===== src/rtl/intfmux8_tx.sv =====
// Transmit serializer: one DATABIT word per frame, sent MSB lane first, each lane held MAXTS cycles.
// Optional INTFMUX8_IDLEZERO_EN: underrun frames carry zeros instead of repeating the last word.
module intfmux8_tx #(
  parameter int LINEBIT = 1,
  parameter int DEMUX   = 4,
  parameter int BITTS   = 3,
  parameter int MAXTS   = 6,
  parameter int DATABIT = DEMUX*LINEBIT
) (
  input  logic               synclk,
  input  logic               rst,
  input  logic [DATABIT-1:0] idat,
  input  logic               ivalid,
  output logic               iready,
  output logic [LINEBIT-1:0] odat,
  output logic               osyn,
  output logic               ounder
);
  localparam int PW = (DEMUX > 1) ? $clog2(DEMUX) : 1;

  logic [BITTS-1:0]   cntts_q, cntts_d;
  logic [PW-1:0]      cntph_q, cntph_d;
  logic [DATABIT-1:0] shreg_q, shreg_d;
  logic [DATABIT-1:0] hreg_q, hreg_d;
  logic               hvalid_q, hvalid_d;
  logic [LINEBIT-1:0] odat_q, odat_d;
  logic               osyn_q, osyn_d;
  logic               ounder_q, ounder_d;
  logic               ts_wrap, endframe, xfer;
  logic [LINEBIT-1:0] lane;

  always_comb begin
    ts_wrap  = (cntts_q == BITTS'(MAXTS-1));
    endframe = ts_wrap && (cntph_q == PW'(DEMUX-1));
    iready   = ~hvalid_q | endframe;
    xfer     = ivalid & iready;

    cntts_d = ts_wrap ? '0 : cntts_q + BITTS'(1);
    cntph_d = cntph_q;
    if (ts_wrap)
      cntph_d = (cntph_q == PW'(DEMUX-1)) ? '0 : cntph_q + PW'(1);

    lane = '0;
    for (int i = 0; i < DEMUX; i++)
      if (cntph_q == PW'(i)) lane = shreg_q[DATABIT-1-i*LINEBIT -: LINEBIT];
    odat_d = lane;

    // A single-lane frame has no phase to key on, so the strobe dips on the last slot instead.
    if (DEMUX >= 2) osyn_d = (cntph_q == '0);
    else            osyn_d = ~ts_wrap;

    shreg_d  = shreg_q;
    hreg_d   = hreg_q;
    hvalid_d = hvalid_q;
    ounder_d = 1'b0;
    if (endframe) begin
      if (hvalid_q) begin
        shreg_d = hreg_q;
        if (xfer) hreg_d   = idat;
        else      hvalid_d = 1'b0;
      end else if (xfer) begin
        shreg_d = idat;
      end else begin
        ounder_d = 1'b1;
`ifdef INTFMUX8_IDLEZERO_EN
        shreg_d = '0;
`else
        shreg_d = shreg_q;
`endif
      end
    end else if (xfer) begin
      hreg_d   = idat;
      hvalid_d = 1'b1;
    end
  end

  always_ff @(posedge synclk or posedge rst) begin
    if (rst) begin
      cntts_q  <= '0;
      cntph_q  <= '0;
      shreg_q  <= '0;
      hreg_q   <= '0;
      hvalid_q <= 1'b0;
      odat_q   <= '0;
      osyn_q   <= 1'b0;
      ounder_q <= 1'b0;
    end else begin
      cntts_q  <= cntts_d;
      cntph_q  <= cntph_d;
      shreg_q  <= shreg_d;
      hreg_q   <= hreg_d;
      hvalid_q <= hvalid_d;
      odat_q   <= odat_d;
      osyn_q   <= osyn_d;
      ounder_q <= ounder_d;
    end
  end

  assign odat   = odat_q;
  assign osyn   = osyn_q;
  assign ounder = ounder_q;
endmodule


===== config.mk =====
export PLATFORM = sky130hd
export DESIGN_NAME = intfmux8_tx
export DESIGN_NICKNAME = d
export VERILOG_FILES = /design/src/rtl/intfmux8_tx.sv
export SDC_FILE = /design/constraint.sdc
export NUM_CORES = 1
export LEC_CHECK = 0
export CORE_MARGIN = 4
export CORE_UTILIZATION = 50
export DETAILED_ROUTE_END_ITERATION = 6
export GPL_ROUTABILITY_DRIVEN = 1
export HOLD_SLACK_MARGIN = 0.15
export PLACE_DENSITY = 0.75
export SETUP_SLACK_MARGIN = 0.4
export SYNTH_ARGS = -nofsm -noshare
export SYNTH_HDL_FRONTEND = slang
export SYNTH_SLANG_ARGS = --single-unit
export TNS_END_PERCENT = 10

===== constraint.sdc =====
create_clock -name synclk -period 3.3 [get_ports synclk]
set_input_delay 0.99 -clock synclk [delete_from_list [all_inputs] [get_ports synclk]]
set_output_delay 0.99 -clock synclk [all_outputs]
set_load 0.01 [all_outputs]

==> metrics.cfg, run 1 <==
[yosys]
yosysUniqueCellTypes = 23
synth_nets = 80
syn_avg_cell_area_um2 = 11.9
syn_area_um2 = 821
synth_warnings = 0
ys_seq_elements = 17
syn-instance-count = 69
synth-seq-area-share = 0.518

[die]
rows = 14
core_um2 = 1520
initial_core_util = 0.539
io_pins = 11
dieArea_um2 = 2350
dieWidth_um = 48.5
fp.dieH_um = 48.5

[setup_path]
worstPathRequired_ns = 2.31
crit_arrival_ns = 1.80
cp-end-kind = output port
cp-start-kind = flip-flop
r2r_slack_ns = 1.59
worstPathMaxFanout = 11
path_class = reg -> out
r2r_cells = 5

[cells_and_area]
drive_gt1_frac = 0.146
final_common_cell = dfrtp_1
final_cell_mix = dfrtp_1 (17), clkdlybuf4s50_1 (10), inv_1 (6), mux2_4 (5)
area_growth_syn_to_layout_pct = 18.1
nets = 94
antenna_cells = 0

[cts]
path_clk_slew_ns = 0.09
htree_levels = 1
cts_root_buffer = clkbuf_4
cts_buffers = 3
clock_path_buffers = 2
cts_tree = done
clock_sinks = 17
worstSkewPairLatency_ns = 0.27

[global_routing]
grt_pass1_vias = 507
grt-ovfl-total = 0
grt_max_degree = 18
grtUsageTotal = 0.124
grt_antenna_before_repair = 0
grt_pass1_wl_mm = 2.30

[power_and_ir_drop]
p_per_area_nw_per_um2 = 409
power_leakage_nw = 0.464
vdd_drop_max_mv = 0.245

[place]
dp_hpwl_um = 972
gp_congestion = 0.764
io_buffers = 10

[timing]
drv_slew = 0
holdWs_ns = 0.505
fmax_mhz = 358
period_needed_ns = 2.79
finalHoldViolations = 0
fin_crit_sh = 0.847
relSlewSlack = 0.587
rsz0062_at_grt = no
setup_tns_ns = 0
skew_ns = 0.000794
setup_violations = 0
worst_pin_slew_ns = 0.619

[route]
viasPerCell = 5.23
antenna_left = 0
wl_per_cell_um = 13.3
drt_pass1_iterations = 4
route.detailed.drc = 0
num_vias = 513
routed_wl_mm = 1.30
drtIter0Drc = 5

[hold_path]
hold_depth = 1
hp-class = reg -> reg

[job]
timing.max_cap.violations = 0

[status]
status = finished clean

-- logic make-up (layout without fill, tap and decap cells) --
kind of cell | after synthesis | in the layout | share of synthesized area
multiplexers | 9 | 9 | 0.142
adder cells (fa/ha/maj) | 5 | 5 | 0.0732
AND/OR/NAND/NOR | 14 | 14 | 0.0976
buffers and inverters | 9 | 22 | 0.0457
flip-flops | 17 | 17 | 0.518
AO/OA/AOI/OAI | 15 | 15 | 0.123
-- flip-flops by register name (all words and copies together) (netlist names) --
register  cells
odat          1
shreg_q       4
ounder        1
hvalid_q      1
cntph_q       2
osyn          1
hreg_q        4
cntts_q       3
-- synthesized netlist by cell type --
cell	number	share of area
mux2_2	1	0.014
o21ai_0	1	0.0061
nand2_1	3	0.014
nand2b_1	4	0.030
and2_1	1	0.0076
inv_1	6	0.027
a22o_1	1	0.011
ha_1	4	0.061
mux2_4	5	0.091
o2bb2ai_1	2	0.021
nand4b_1	1	0.011
buf_2	3	0.018
nor3_1	3	0.018
a21o_1	2	0.018
a21oi_1	4	0.024
maj3_1	1	0.012
mux2i_1	3	0.037
o21bai_1	1	0.0091
a22oi_1	2	0.018
o22ai_1	2	0.015
dfrtp_1	17	0.52
nand3b_1	1	0.0091
nor2b_1	1	0.0076
-- cell type report --
cell class                      instances  area [um^2]
Fill cell                             115          554
Sequential cell                        17          425
Multi-Input combinational cell         43          360
Timing Repair Buffer                   12          115
Clock buffer                            4         26.3
Inverter                                6         22.5
Tap cell                               16         20.0
-- stage by stage --
stage          utilization  power (mW)  instance area, um^2  std cells  setup slack [ns]
2_1_floorplan            -       0.275                  821         69              1.22
3_3_place_gp         0.612       0.294                  933         93             0.773
3_5_place_dp         0.612       0.296                  933         93             0.736
4_1_cts              0.630       0.402                  960         97             0.468
5_1_grt              0.636       0.426                  970         98             0.403
6_report             0.636       0.397                  970         98             0.506
-- repair_timing --
action / 4_1_cts / 5_1_grt
buffers inserted: 0 / 1
hold buffers: 0 / 0
endpoints found under the setup margin: 0 / 1
resized for setup: 0 / 1
-- worst max-delay path: stages (launching register included) --
cell,delay (ns)
dfrtp_1,0.41
ha_2,0.23
nand4b_1,0.09
buf_4,0.19
nand2_1,0.07
clkdlybuf4s50_1,0.53
-- routing by layer --
metal | track usage | share of wire | vias to the layer above
li1 | - | - | 268
met1 | 0.169 | 0.50 | 238
met2 | 0.176 | 0.46 | 5
met3 | 0.0307 | 0.031 | 2
met4 | 0.0762 | 0.0092 | 0
met5 | 0 | 0 | -
-- worst paths after layout --
| kind | endpoint | from |
|---|---|---|
| setup / recovery | iready | cntph_q[0]$_DFFE_PP0P_ |
| hold / removal | shreg_q[1]$_DFFE_PP0P_ | shreg_q[1]$_DFFE_PP0P_ |
| setup reg to reg | hreg_q[0]$_DFFE_PP0P_ | cntph_q[0]$_DFFE_PP0P_ |
| hold reg to reg | shreg_q[1]$_DFFE_PP0P_ | shreg_q[1]$_DFFE_PP0P_ |
| max in group asynchronous | cntts_q[2]$_DFF_PP0_ | rst |
| min in group asynchronous | cntph_q[1]$_DFFE_PP0P_ | rst |
-- power breakdown --
group	switching [mW]	internal, mW
clock network	0.0588	0.0468
registers	0.0118	0.225
logic	0.0206	0.0338
Power figures use the tool's default switching activity.
==> run 2: changes to the inputs <==
- CORE_UTILIZATION: 50 -> 47
- PLACE_DENSITY: 0.75 -> 0.74
- clock period: 3.3 -> 2.5 ns (I/O delays scaled with it)
==> run 2 against run 1 <==
  * Die area up 5.3%
  * Clock power up 44%
  * Global-route usage up 2.1 points
  * Setup slack better by 0.017 ns
  * Total power up 36%
==> metrics.cfg, run 2 (synthesis gave the netlist of run 1 again) <==
[power_and_ir_drop]
vdd_drop_max_mv = 0.312  ; +27%
p_sw_frac = 0.254  ; +0.0239
p_seq_frac = 0.581  ; -0.016
power_leakage_nw = 0.477  ; +3.0%
p_per_area_nw_per_um2 = 543  ; +33%
internal-power_mw = 0.401  ; +31%
power_frac_clock = 0.285  ; +0.019
p_sw_mw = 0.137  ; +50%
comb_power_share = 0.134  ; -0.003

[cells_and_area]
area_growth_syn_to_layout_pct = 20.7
nets = 96  ; +2.1%
antenna_cells = 0  ; unchanged
top_regs = hreg_q x4, shreg_q x4, cntts_q x3
final_common_cell = dfrtp_1
final_cell_mix = dfrtp_1 (17), clkdlybuf4s50_1 (9), inv_1 (6), mux2_4 (5)
drive_gt1_frac = 0.190  ; +0.0441

[hold_path]
hold_depth = 1  ; unchanged
holdPathEnd = shreg_q[2]$_DFFE_PP0P_
hold_start = shreg_q[2]$_DFFE_PP0P_
hp-class = reg -> reg

[cts]
cts_root_buffer = clkbuf_4
cts_buffers = 3  ; unchanged
worstSkewPairLatency_ns = 0.30  ; +0.03 ns
path_clk_slew_ns = 0.10  ; about the same
cts_tree = done
cts.hold.buffers_added = 0  ; unchanged
htree_levels = 1  ; unchanged
clock_path_buffers = 2  ; unchanged
clock_sinks = 17  ; unchanged

[setup_path]
r2r_cells = 5  ; unchanged
crit_chain = ha_4, nand4b_1, nand2_1, clkbuf_2
crit_arrival_ns = 1.23  ; -0.57 ns
crit_start = cntph_q[1]$_DFFE_PP0P_
worstPathMaxFanout = 4  ; -7
r2r-end = hreg_q[1]$_DFFE_PP0P_
r2r_slack_ns = 0.82  ; -0.77 ns
critPathSlowestCell = dfrtp_1
r2r-start = cntph_q[1]$_DFFE_PP0P_
cpPeakStageDelay_ns = 0.43  ; -0.10 ns
cp-end-kind = output port
cp-start-kind = flip-flop
path_class = reg -> out
worstPathRequired_ns = 1.75  ; -0.56 ns

[die]
core_um2 = 1580  ; +3.4%
fp.dieH_um = 49.8  ; +2.6%
dieArea_um2 = 2480  ; +5.3%
rows = 14  ; unchanged
initial_core_util = 0.521  ; -0.0180
dieWidth_um = 49.8  ; +2.6%
io_pins = 11  ; unchanged

[place]
place_ws_ns = 0.327  ; -0.410 ns
dp_hpwl_mm = 1.09  ; +12%
gp_congestion = 0.734  ; -3.9%
io_buffers = 10  ; unchanged

[timing]
skew_ns = 0.00230  ; +0.00151 ns
worst_pin_slew_ns = 0.635  ; +0.0157 ns
period_needed_ns = 1.98
rsz0062_at_grt = no
fmax_mhz = 506
setup_violations = 0  ; unchanged
drv_slew = 0  ; unchanged
relSlewSlack = 0.576  ; -0.0105
fin_crit_sh = 0.791
setup_tns_ns = 0  ; unchanged
setup_ws_ns = 0.523  ; +0.0169 ns
finalHoldViolations = 0  ; unchanged

[route]
route.detailed.drc = 0  ; unchanged
wl_per_cell_um = 15.1  ; +13%
routed_wl_mm = 1.51  ; +15%
num_vias = 541  ; +5.5%
drtIter0Drc = 4  ; -1
drt_pass1_iterations = 4  ; unchanged
viasPerCell = 5.41  ; +3.3%
antenna_left = 0  ; unchanged

[status]
status = finished clean

[global_routing]
grtUsageTotal = 0.145  ; +0.0211
grt_max_degree = 18  ; unchanged
grt_antenna_before_repair = 0  ; unchanged
grt-ovfl-total = 0  ; unchanged
grt_pass1_vias = 596  ; +18%
grt_pass1_wl_mm = 2.66  ; +16%

[job]
timing.max_cap.violations = 0  ; unchanged

[run 2: worst max-delay path by stage]
stage                  end  depth (start not counted)  slack [ns]
detailed placement  iready                          4        0.33
global placement    iready                          4        0.35
CTS                 iready                          4        0.40
global route        iready                          4        0.44
floorplan           iready                          4        0.66
finish              iready                          4        0.52
[run 2: stage by stage]
stage | instance area (um^2) | util | std cells | hold slack [ns] | total power, mW
final | 991 | 0.629 | 100 | 0.513 | 0.538
after global routing | 991 | 0.629 | 100 | 0.533 | 0.569
after CTS | 996 | 0.632 | 100 | 0.514 | 0.546
after detailed placement | 941 | 0.597 | 94 | 0.488 | 0.392
after global placement | 941 | 0.597 | 94 | 0.481 | 0.389
after floorplan | 821 | - | 69 | 0.456 | 0.362
[run 2: layer usage]
layer / vias up / global-route usage / wire (um)
li1: 268 / - / -
met1: 260 / 0.157 / 661
met2: 9 / 0.249 / 758
met3: 4 / 0.0452 / 58
met4: 0 / 0.0829 / 27
met5: - / 0 / 0
[run 2: power groups by stage]
stage | Sequential [mW] | Combinational, mW | Clock [mW]
4_1_cts | 0.312 | 0.0739 | 0.160
6_report | 0.312 | 0.0722 | 0.153
3_3_place_gp | 0.317 | 0.0721 | 0
2_1_floorplan | 0.312 | 0.0502 | 0
5_1_grt | 0.315 | 0.0792 | 0.175
3_5_place_dp | 0.318 | 0.0738 | 0
[run 2: layout make-up]
cell class / instances / area (um^2)
repair buffers: 14 / 125
clock buffers: 3 / 22.5
fillers: 137 / 586
well taps: 16 / 20.0
inverters: 6 / 22.5
multi-input cells: 43 / 370
clock inverters: 1 / 5.00
flip-flops and latches: 17 / 425
[run 2: what timing repair did]
item,CTS,global route
setup endpoints to repair,1,1
gates resized for setup,4,1
buffers inserted,2,0
[run 2: critical path, delay by kind of cell, from the launching register on]
family,cells,cell delay (ns)
adder cells (fa/ha/maj),1,0.18
buffers and inverters,1,0.14
flip-flops,1,0.43
AND/OR/NAND/NOR,2,0.18
==> run 3: changes to the inputs <==
- clock period: 2.5 -> 1.8 ns (I/O delays scaled with it)
==> run 3 against run 2 <==
  * Sequential power increased by 39%
  * Register-to-register slack got worse by 0.81 ns
  * Highest routed layer unchanged
  * Count of clock-buffer cells in the layout increased by 1
==> metrics.cfg, run 3 (synthesis gave the netlist of run 1 again) <==
[cells_and_area]
fin_cells = 110  ; +10%
area_growth_syn_to_layout_pct = 32.8
top_regs = hreg_q x4, shreg_q x4, cntts_q x3
final_cell_mix = dfrtp_1 (17), buf_4 (13), inv_1 (6), clkdlybuf4s50_1 (6), mux2_4 (5)
multi_input_area_um2 = 397  ; +7.1%
seq_area_um2 = 425  ; unchanged
drive_gt1_frac = 0.351  ; +0.161
nFillCells = 121  ; -12%
antenna_cells = 0  ; unchanged
final_common_cell = dfrtp_1
nets = 106  ; +10%

[job]
timing.max_cap.violations = 0  ; unchanged

[status]
status = finished clean

[cts]
cts_buffers = 3  ; unchanged
cts.hold.buffers_added = 0  ; unchanged
path_clk_slew_ns = 0.09  ; about the same
htree_levels = 1  ; unchanged
worstSkewPairLatency_ns = 0.28  ; -0.02 ns
clock_sinks = 17  ; unchanged
cts_root_buffer = clkbuf_4
clock_path_buffers = 2  ; unchanged
cts_tree = done

[die]
rows = 14  ; unchanged
initial_core_util = 0.521  ; unchanged
dieArea_um2 = 2480  ; unchanged
fp.dieH_um = 49.8  ; unchanged
io_pins = 11  ; unchanged
core_um2 = 1580  ; unchanged
dieWidth_um = 49.8  ; unchanged

[timing]
rsz0062_at_grt = yes
worst_pin_slew_ns = 0.212  ; -0.423 ns
relSlewSlack = 0.858  ; +0.282
period_needed_ns = 1.79
setup_violations = 0  ; unchanged
fmax_mhz = 558
finalHoldViolations = 0  ; unchanged
fin_crit_sh = 0.995
setup_ws_ns = 0.00919  ; -0.513 ns
drv_slew = 0  ; unchanged
holdWs_ns = 0.509  ; -0.00375 ns
skew_ns = 0.00232  ; +0.0000194 ns

[place]
dp_hpwl_mm = 1.12  ; +2.5%
dpl.cell_count = 103  ; +9.6%
gp_congestion = 0.844  ; +15%
place_ws_ns = -0.121  ; -0.448 ns
io_buffers = 10  ; unchanged

[hold_path]
hp-class = reg -> reg

[route]
wl_per_cell_um = 14.8  ; -1.5%
routed_wl_mm = 1.63  ; +8.4%
antenna_left = 0  ; unchanged
viasPerCell = 5.51  ; +1.8%
drtIter0Drc = 2  ; -2
drt_pass1_iterations = 2  ; -2
num_vias = 606  ; +12%
route.detailed.drc = 0  ; unchanged

[global_routing]
grt_antenna_before_repair = 0  ; unchanged
top_usage_layer = met2
grtUsageMet2 = 0.260  ; +0.0110
grtUsageTotal = 0.154  ; +0.00903
grt_pass1_vias = 660  ; +11%
use_met1 = 0.178  ; +0.0214
grt-ovfl-total = 0  ; unchanged
grt_max_degree = 18  ; unchanged
grt_pass1_wl_mm = 2.91  ; +9.3%
grt.met3_usage = 0.0482  ; +0.00301

[setup_path]
crit_arrival_ns = 1.96  ; +0.73 ns
path_class = reg -> reg
cp-end-kind = flip-flop
worstPathMaxFanout = 4  ; unchanged
cp-start-kind = flip-flop
worstPathRequired_ns = 1.97  ; +0.22 ns

[power_and_ir_drop]
power_leakage_nw = 0.534  ; +12%
vdd_drop_max_mv = 0.413  ; +32%
p_per_area_nw_per_um2 = 683  ; +26%

## run 3: cell count changes in the layout (fill, tap and decap cells not counted), sizes merged
| cell | previous run | this run |
|---|---|---|
| buf | 4 | 18 |
| clkdlybuf4s50 | 9 | 6 |
| clkinv | 1 | 0 |
## run 3: cell type report
type                    instances  share of cell area
flip-flops and latches         17               0.390
multi-input cells              43               0.364
repair buffers                 24               0.183
clock buffers                   4              0.0241
inverters                       6              0.0207
well taps                      16              0.0184
## run 3: worst max-delay path, stage by stage, from the launching register on
cell and delay, ns:
dfrtp_1 0.37, ha_2 0.19, nand4b_1 0.18, buf_4 0.20, buf_8 0.11, mux2_4 0.33, mux2_4 0.30
## run 3: path summary, 6_finish.rpt
check,slack (ns),end,cells past startpoint,start
max in group asynchronous,1.06,cntts_q[0]$_DFF_PP0_,3,rst
min in group asynchronous,0.55,shreg_q[0]$_DFFE_PP0P_,3,rst
hold / removal,0.51,shreg_q[1]$_DFFE_PP0P_,1,shreg_q[1]$_DFFE_PP0P_
setup / recovery,0.009,hreg_q[2]$_DFFE_PP0P_,6,cntph_q[1]$_DFFE_PP0P_
hold reg to reg,0.51,shreg_q[1]$_DFFE_PP0P_,1,shreg_q[1]$_DFFE_PP0P_
setup reg to reg,0.009,hreg_q[2]$_DFFE_PP0P_,6,cntph_q[1]$_DFFE_PP0P_
## run 3: what timing repair did
item / CTS / global route
pin swaps: 2 / 0
gates resized for setup: 22 / 1
buffers inserted: 3 / 0
hold endpoints to repair: 0 / 0
cloned: 0 / 0
setup endpoints to repair: 11 / 11
## run 3: power by group
part	total, mW	switching [mW]	internal [mW]
Clock	0.198	0.112	0.0859
Sequential	0.434	0.0220	0.412
Combinational	0.113	0.0457	0.0669
Total	0.744	0.179	0.565
## run 3: metal layers
| layer | vias to the layer above | share of wire |
|---|---|---|
| met3 | 6 | 0.045 |
| met2 | 14 | 0.52 |
| met4 | 0 | 0.026 |
| met5 | - | 0 |
| li1 | 292 | - |
| met1 | 294 | 0.41 |
## run 3: metrics by stage
step                cell area, um^2  power, mW   util  TNS (ns)
floorplan                       843      0.506      -         0
global placement               1020      0.546  0.646    -0.282
detailed placement             1020      0.549  0.646    -0.404
CTS                            1080      0.750  0.687   -0.0303
global route                   1090      0.791  0.691    -0.335
finish                         1090      0.744  0.691         0
